[config.mk]
export PLATFORM = sky130hd
export DESIGN_NAME = riscv_vector_mem_adapter_flat
export DESIGN_NICKNAME = d
export VERILOG_FILES = /design/src/rtl/riscv_vector_mem_adapter_if.sv /design/src/rtl/riscv_vector_mem_adapter.sv /design/src/flat_wrapper.sv
export SDC_FILE = /design/constraint.sdc
export NUM_CORES = 2
export LEC_CHECK = 0
export ABC_AREA = 1
export ABC_CLOCK_PERIOD_IN_PS = 161100
export BUFFER_PORTS_ARGS = -buffer_cell sky130_fd_sc_hd__buf_2
export CAP_MARGIN = 20
export CORE_AREA = 2 2 578 580
export DETAILED_ROUTE_END_ITERATION = 10
export DIE_AREA = 0 0 580 582
export PLACE_DENSITY = 0.47
export SYNTH_ARGS = -nofsm -noshare
export SYNTH_HDL_FRONTEND = slang
export SYNTH_SLANG_ARGS = --single-unit
[constraint.sdc]
create_clock -name clk -period 161.1 [get_ports clk]
set_input_delay 48.33 -clock clk [delete_from_list [all_inputs] [get_ports clk]]
set_output_delay 48.33 -clock clk [all_outputs]
set_load 0.05 [all_outputs]
[src/rtl/riscv_vector_mem_adapter_if.sv]
// Narrow L1 data-bus beat interface between the vector memory adapter (master)
// and the L1 data port (slave).
interface riscv_vector_mem_adapter_if #(
    parameter int unsigned XLEN  = 64,
    parameter int unsigned BUS_W = 128
);
    logic               bus_valid;
    logic               bus_ready;
    logic [XLEN-1:0]    bus_addr;
    logic               bus_we;
    logic [BUS_W-1:0]   bus_wdata;
    logic [BUS_W/8-1:0] bus_wstrb;
    logic               bus_rvalid;
    logic [BUS_W-1:0]   bus_rdata;

    modport master (
        output bus_valid, bus_addr, bus_we, bus_wdata, bus_wstrb,
        input  bus_ready, bus_rvalid, bus_rdata
    );

    modport slave (
        input  bus_valid, bus_addr, bus_we, bus_wdata, bus_wstrb,
        output bus_ready, bus_rvalid, bus_rdata
    );
endinterface

[src/rtl/riscv_vector_mem_adapter.sv]
// Splits one VLEN-wide vector load/store into BUS_W-wide beats, one beat in
// flight at a time, and reassembles load data into a VLEN-wide word.
module riscv_vector_mem_adapter #(
    parameter int unsigned XLEN  = 64,
    parameter int unsigned VLEN  = 512,
    parameter int unsigned BUS_W = 128
) (
    input  logic                clk,
    input  logic                rst,
    input  logic [XLEN-1:0]     vec_mem_addr_i,
    input  logic [VLEN-1:0]     vec_mem_wdata_i,
    input  logic                vec_mem_req_i,
    input  logic                vec_mem_we_i,
    input  logic [VLEN/8-1:0]   vec_mem_be_i,
    output logic [VLEN-1:0]     vec_mem_rdata_o,
    output logic                vec_mem_ready_o,
    output logic                busy_o,
    riscv_vector_mem_adapter_if.master bus
);
    localparam int unsigned BEATS     = VLEN / BUS_W;
    localparam int unsigned STRB_W    = BUS_W / 8;
    localparam int unsigned VEC_BYTES = VLEN / 8;
    localparam int unsigned KW        = (BEATS > 1) ? $clog2(BEATS) : 1;
    localparam int unsigned BOFF      = $clog2(STRB_W);

    typedef enum logic [1:0] {IDLE, ISSUE, RESP, DONE} state_e;

    state_e              state_q, state_d;
    logic [KW-1:0]       k_q, k_d;
    logic [XLEN-1:0]     base_q, base_d;
    logic                we_q, we_d;
    logic [VEC_BYTES-1:0] be_q, be_d;
    logic [VLEN-1:0]     wdata_q, wdata_d;
    logic [VLEN-1:0]     buf_q, buf_d;
    logic [VLEN-1:0]     rdata_q, rdata_d;
    logic                ready_q, ready_d;
    logic                busy_q, busy_d;
    logic                bus_valid_q, bus_valid_d;
    logic [XLEN-1:0]     bus_addr_q, bus_addr_d;
    logic                bus_we_q, bus_we_d;
    logic [BUS_W-1:0]    bus_wdata_q, bus_wdata_d;
    logic [STRB_W-1:0]   bus_wstrb_q, bus_wstrb_d;
    logic [KW:0]         hit;

    // {found, index} of the first beat at or after start with a non-zero strobe slice
    function automatic logic [KW:0] find_beat(input logic [VEC_BYTES-1:0] be,
                                              input int unsigned start);
        logic [KW:0] r;
        r = '0;
        for (int unsigned i = 0; i < BEATS; i++) begin
            if (!r[KW] && (i >= start) && (|be[i*STRB_W +: STRB_W])) begin
                r = {1'b1, KW'(i)};
            end
        end
        return r;
    endfunction

    always_comb begin
        state_d = state_q;
        k_d     = k_q;
        base_d  = base_q;
        we_d    = we_q;
        be_d    = be_q;
        wdata_d = wdata_q;
        buf_d   = buf_q;
        rdata_d = rdata_q;
        hit     = '0;

        case (state_q)
            IDLE: begin
                if (vec_mem_req_i) begin
                    base_d  = vec_mem_addr_i & ~XLEN'(VEC_BYTES - 1);
                    we_d    = vec_mem_we_i;
                    be_d    = vec_mem_be_i;
                    wdata_d = vec_mem_wdata_i;
                    buf_d   = '0;
                    k_d     = '0;
                    state_d = ISSUE;
                    if (vec_mem_we_i) begin
                        hit = find_beat(vec_mem_be_i, 0);
                        k_d = hit[KW-1:0];
                        if (!hit[KW]) state_d = DONE;
                    end
                end
            end
            ISSUE: begin
                if (bus_valid_q && bus.bus_ready) begin
                    if (!we_q) begin
                        state_d = RESP;
                    end else begin
                        hit = find_beat(be_q, 32'(k_q) + 32'd1);
                        if (hit[KW]) k_d = hit[KW-1:0];
                        else         state_d = DONE;
                    end
                end
            end
            RESP: begin
                if (bus.bus_rvalid) begin
                    buf_d[32'(k_q)*BUS_W +: BUS_W] = bus.bus_rdata;
                    if (k_q == KW'(BEATS - 1)) begin
                        rdata_d = buf_d;
                        state_d = DONE;
                    end else begin
                        k_d     = KW'(k_q + KW'(1));
                        state_d = ISSUE;
                    end
                end
            end
            DONE:    state_d = IDLE;
            default: state_d = IDLE;
        endcase

        // Outputs are registered from the next-state view so they line up with the state
        ready_d     = (state_d == DONE);
        busy_d      = (state_d != IDLE);
        bus_valid_d = (state_d == ISSUE);
        bus_addr_d  = '0;
        bus_we_d    = 1'b0;
        bus_wdata_d = '0;
        bus_wstrb_d = '0;
        if (bus_valid_d) begin
            bus_addr_d  = base_d + (XLEN'(k_d) << BOFF);
            bus_we_d    = we_d;
            bus_wdata_d = wdata_d[32'(k_d)*BUS_W +: BUS_W];
            bus_wstrb_d = be_d[32'(k_d)*STRB_W +: STRB_W];
        end
    end

    always_ff @(posedge clk or posedge rst) begin
        if (rst) begin
            state_q     <= IDLE;
            k_q         <= '0;
            base_q      <= '0;
            we_q        <= 1'b0;
            be_q        <= '0;
            wdata_q     <= '0;
            buf_q       <= '0;
            rdata_q     <= '0;
            ready_q     <= 1'b0;
            busy_q      <= 1'b0;
            bus_valid_q <= 1'b0;
            bus_addr_q  <= '0;
            bus_we_q    <= 1'b0;
            bus_wdata_q <= '0;
            bus_wstrb_q <= '0;
        end else begin
            state_q     <= state_d;
            k_q         <= k_d;
            base_q      <= base_d;
            we_q        <= we_d;
            be_q        <= be_d;
            wdata_q     <= wdata_d;
            buf_q       <= buf_d;
            rdata_q     <= rdata_d;
            ready_q     <= ready_d;
            busy_q      <= busy_d;
            bus_valid_q <= bus_valid_d;
            bus_addr_q  <= bus_addr_d;
            bus_we_q    <= bus_we_d;
            bus_wdata_q <= bus_wdata_d;
            bus_wstrb_q <= bus_wstrb_d;
        end
    end

    assign vec_mem_rdata_o = rdata_q;
    assign vec_mem_ready_o = ready_q;
    assign busy_o          = busy_q;
    assign bus.bus_valid   = bus_valid_q;
    assign bus.bus_addr    = bus_addr_q;
    assign bus.bus_we      = bus_we_q;
    assign bus.bus_wdata   = bus_wdata_q;
    assign bus.bus_wstrb   = bus_wstrb_q;
endmodule

[src/flat_wrapper.sv]
// flat-port wrapper written by rule: the top's interface ports become plain ports
module riscv_vector_mem_adapter_flat 
#(
    parameter int unsigned XLEN  = 64,
    parameter int unsigned VLEN  = 512,
    parameter int unsigned BUS_W = 128
)
  (clk, rst, vec_mem_addr_i, vec_mem_wdata_i, vec_mem_req_i, vec_mem_we_i, vec_mem_be_i, vec_mem_rdata_o, vec_mem_ready_o, busy_o, bus_bus_valid, bus_bus_addr, bus_bus_we, bus_bus_wdata, bus_bus_wstrb, bus_bus_ready, bus_bus_rvalid, bus_bus_rdata);
  riscv_vector_mem_adapter_if #(.XLEN(XLEN), .BUS_W(BUS_W)) bus_i ();
  input  logic clk;
  input  logic rst;
  input  logic [XLEN-1:0] vec_mem_addr_i;
  input  logic [VLEN-1:0] vec_mem_wdata_i;
  input  logic vec_mem_req_i;
  input  logic vec_mem_we_i;
  input  logic [VLEN/8-1:0] vec_mem_be_i;
  output logic [VLEN-1:0] vec_mem_rdata_o;
  output logic vec_mem_ready_o;
  output logic busy_o;
  output wire logic [$bits(bus_i.bus_valid)-1:0] bus_bus_valid;
  output wire logic [$bits(bus_i.bus_addr)-1:0] bus_bus_addr;
  output wire logic [$bits(bus_i.bus_we)-1:0] bus_bus_we;
  output wire logic [$bits(bus_i.bus_wdata)-1:0] bus_bus_wdata;
  output wire logic [$bits(bus_i.bus_wstrb)-1:0] bus_bus_wstrb;
  input wire logic [$bits(bus_i.bus_ready)-1:0] bus_bus_ready;
  input wire logic [$bits(bus_i.bus_rvalid)-1:0] bus_bus_rvalid;
  input wire logic [$bits(bus_i.bus_rdata)-1:0] bus_bus_rdata;
  assign bus_bus_valid = bus_i.bus_valid;
  assign bus_bus_addr = bus_i.bus_addr;
  assign bus_bus_we = bus_i.bus_we;
  assign bus_bus_wdata = bus_i.bus_wdata;
  assign bus_bus_wstrb = bus_i.bus_wstrb;
  assign bus_i.bus_ready = bus_bus_ready;
  assign bus_i.bus_rvalid = bus_bus_rvalid;
  assign bus_i.bus_rdata = bus_bus_rdata;
  riscv_vector_mem_adapter #(.XLEN(XLEN), .VLEN(VLEN), .BUS_W(BUS_W)) u_core (.clk(clk), .rst(rst), .vec_mem_addr_i(vec_mem_addr_i), .vec_mem_wdata_i(vec_mem_wdata_i), .vec_mem_req_i(vec_mem_req_i), .vec_mem_we_i(vec_mem_we_i), .vec_mem_be_i(vec_mem_be_i), .vec_mem_rdata_o(vec_mem_rdata_o), .vec_mem_ready_o(vec_mem_ready_o), .busy_o(busy_o), .bus(bus_i));
endmodule
==> results.py <==
metrics = {
    "outcome": {
        "status": "complete, no violations",
    },
    "route": {
        "ant_nets": 0,
        "wl_microns": 381000,
        "avgRoutedWirePerCell_microns": 24.8,
        "dr.pass1.iters": 7,
        "drt_iter0_markers": 5876,
        "drc": 0,
        "via_count": 70500,
        "vias_per_cell": 4.58,
    },
    "timing": {
        "setup_tns_ns": 0,
        "hold_viol_final": 0,
        "setup_viol": 0,
        "tightest_slew_ns": 1.09,
        "fin_crit_sh_pct": 32.8,
        "relSlewSlack_pct": 27.1,
        "finClkSkew_ns": 0.0963,
        "max_freq_mhz": 18.9,
        "grt_setup_unrepaired": "no",
        "drv_slew": 0,
        "period_minus_slack_ns": 52.86,
    },
    "place": {
        "gp_congestion": 0.919,
        "io_buffer_count": 1491,
        "hpwl_microns": 273000,
    },
    "pwr": {
        "clkPwrFrac_pct": 23.7,
        "comb_power_share_pct": 46.0,
        "p_int_uw": 1080,
        "p_switching_uw": 1020,
        "p_seq_share_pct": 30.2,
        "p_leak_uw": 0.0491,
        "swShare_pct": 48.7,
        "total_power_uw": 2100,
        "p_per_area_nw_per_um2": 21.8,
        "irDropWorstVdd_uv": 21.9,
    },
    "synth": {
        "yosys.cell_types.count": 40,
        "syn_area_sq_um": 77600,
        "ys.warnings.count": 0,
        "seq_area_frac_synth_pct": 57.3,
        "avgSynthCellArea_sq_um": 8.16,
        "synthesis.nets": 10300,
        "synth-seq-cells": 1777,
        "synthTopCellsByArea": "dfrtp_1 (57%), nand2_1 (19%), inv_1 (3.9%), nand3_1 (3.4%), o22ai_1 (3.4%)",
        "yosysTopAreaCell": "dfrtp_1",
        "syn_inst": 9506,
        "synth_top_cell_area_share_pct": 57.3,
    },
    "critical_path": {
        "crit_fanout": 118,
        "crit_end": "u_core.bus.bus_addr[56]$_DFF_PP0_",
        "endpoint_kind": "flip-flop",
        "r2r_start": "u_core.k_q[1]$_DFF_PP0_",
        "reg2reg_to": "u_core.bus.bus_addr[56]$_DFF_PP0_",
        "startpoint": "bus_bus_rvalid",
        "critPathRequiredTime_ns": 161.79,
        "timing_worst_setup_path_type": "primary input to flip-flop",
        "reg2reg_slack_ns": 154.75,
        "start_kind": "primary input",
        "arrival_ns": 53.55,
        "rr_worst_depth": 22,
    },
    "floorplanning": {
        "rows": 212,
        "core_sq_um": 332000,
        "dieArea_sq_um": 338000,
        "ios": 1498,
        "die_w_microns": 580,
        "fp.dieH_microns": 582,
        "start_util_pct": 23.4,
    },
    "grt": {
        "grt_pass1_vias": 67800,
        "grt_pass1_wl_microns": 532000,
        "grt_overflow": 0,
        "grt_start_max_net_pins": 227,
        "grt_use_total_pct": 21.8,
        "antenna_found_initial": 243,
    },
    "hold_path": {
        "hp-class": "flip-flop to flip-flop",
        "hold_start": "u_core.vec_mem_rdata_o[41]$_DFFE_PP0P_",
    },
    "final_layout": {
        "final_layout_size_suffix_gt1_share_pct": 18.9,
        "area_delta_synth_final_pct": 24.2,
        "nets": 11500,
    },
    "clock_tree": {
        "cts_hold_buf": 0,
        "numCtsBuffers": 215,
        "cts-root-buf": "clkbuf_16",
        "cts_resized": 0,
        "clk_pin_slew_worst_paths_ns": 0.06,
        "cts_buffer_depth": 4,
        "cts_tree": "done",
        "clkLatencyLatePin_ns": 0.91,
        "htreeDepth": 4,
        "cts_sinks": 1777,
        "post_cts_buffers": 0,
    },
    "run": {
        "drv_cap": 0,
    },
}
[layout make-up]
cell class | count | area, sq um
fillers | 36300 | 235000
flip-flops and latches | 1777 | 44500
multi-input cells | 6260 | 27400
repair buffers | 1586 | 8340
clock buffers | 316 | 6290
well taps | 4387 | 5490
inverters | 842 | 3200
clock inverters | 72 | 817
diodes | 136 | 340
[synthesized netlist by cell type (all sizes together)]
master  instances
nand3b          1
a21oi          17
ha              9
o32ai          91
nor2          566
clkbuf        390
nor3b           1
buf           237
a22oi          15
and2            4
o21ai         542
nand3         532
nand4          82
o21a            1
nand2        3904
o211ai          2
clkinv          5
fa              1
nor3           28
xor2           40
inv           837
and3            4
o22ai         420
dfrtp        1777
[cells by family after synthesis]
| logic type | share of synthesized area, % |
|---|---|
| xor+xnor | 0.452 |
| flops | 57.3 |
| fa+ha+maj | 0.171 |
| compound gates | 8.27 |
| buf+inv | 7.50 |
| simple gates | 26.3 |
[per-layer routing]
| metal | vias to the layer above | GRT usage (%) | part of all wire (%) |
|---|---|---|---|
| li1 | 32500 | - | - |
| met5 | - | 0 | 0.23 |
| met3 | 780 | 6.00 | 8.3 |
| met2 | 2600 | 33.9 | 45 |
| met4 | 142 | 12.7 | 6.5 |
| met1 | 34400 | 27.2 | 40 |
[worst max-delay path, cell delays in order]
cell and delay (ns):
buf_2 0.09, inv_1 0.06, nor2_4 0.70, inv_8 0.46, o211ai_1 0.43, a21oi_1 0.16
nand2_8 0.24, nand2_8 0.19, inv_1 0.18, ha_1 0.37, inv_1 0.09, fa_1 0.48
inv_1 0.12, nand2_1 0.08, nor2_2 0.24, inv_2 0.11, nor3_1 0.63, nand2_1 0.17
xor2_1 0.28, nor2_1 0.07
[cell usage in the layout, fill, tap and decap left out, drive strengths merged, types with 91 or more instances in the layout]
| master | n |
|---|---|
| nand2 | 3904 |
| dfrtp | 1777 |
| buf | 1586 |
| inv | 844 |
| nor2 | 566 |
| o21ai | 542 |
| nand3 | 532 |
| o22ai | 420 |
| clkbuf | 316 |
| diode | 136 |
| o32ai | 91 |
[worst min path at each step]
stage	end	slack, ns	cells past startpoint
2_1_floorplan	u_core.base_q[3]$_DFF_PP0_	0.43	2
3_3_place_gp	u_core.base_q[2]$_DFF_PP0_	0.44	2
3_5_place_dp	u_core.base_q[0]$_DFF_PP0_	0.45	2
4_1_cts	u_core.base_q[0]$_DFF_PP0_	0.46	2
5_1_grt	u_core.base_q[0]$_DFF_PP0_	0.48	2
6_report	u_core.vec_mem_rdata_o[41]$_DFFE_PP0P_	0.46	2
[state kept, by name, indices dropped and copies added, names as in the netlist]
register	flops
u_core.base_q	64
u_core.be_q	64
u_core.buf_q	408
u_core.bus.bus_addr	64
u_core.bus.bus_valid	1
u_core.bus.bus_wdata	128
u_core.bus.bus_we	1
u_core.bus.bus_wstrb	16
u_core.busy_o	1
u_core.k_q	2
u_core.state_q	2
u_core.vec_mem_rdata_o	512
u_core.vec_mem_ready_o	1
u_core.wdata_q	512
u_core.we_q	1
[power by group through the flow]
stage	clock network (uW)	logic, uW	registers [uW]
finish	499	967	635
global route	529	1050	649
CTS	512	977	636
detailed placement	0	974	642
global placement	0	975	640
floorplan	0	440	838
[metrics by stage]
step | util (%) | worst slack, ns | instance area [sq um] | hold slack, ns | instances
detailed placement | 26.8 | 107.24 | 88900 | 0.447 | 14900
CTS | 28.9 | 108.15 | 96000 | 0.464 | 15200
finish | 29.0 | 108.24 | 96400 | 0.464 | 15400
global route | 29.0 | 107.93 | 96200 | 0.476 | 15300
global placement | 26.8 | 107.21 | 88900 | 0.445 | 14900
floorplan | - | 62.60 | 77600 | 0.431 | 9506
Note: power is estimated with default switching activity, not from simulation.
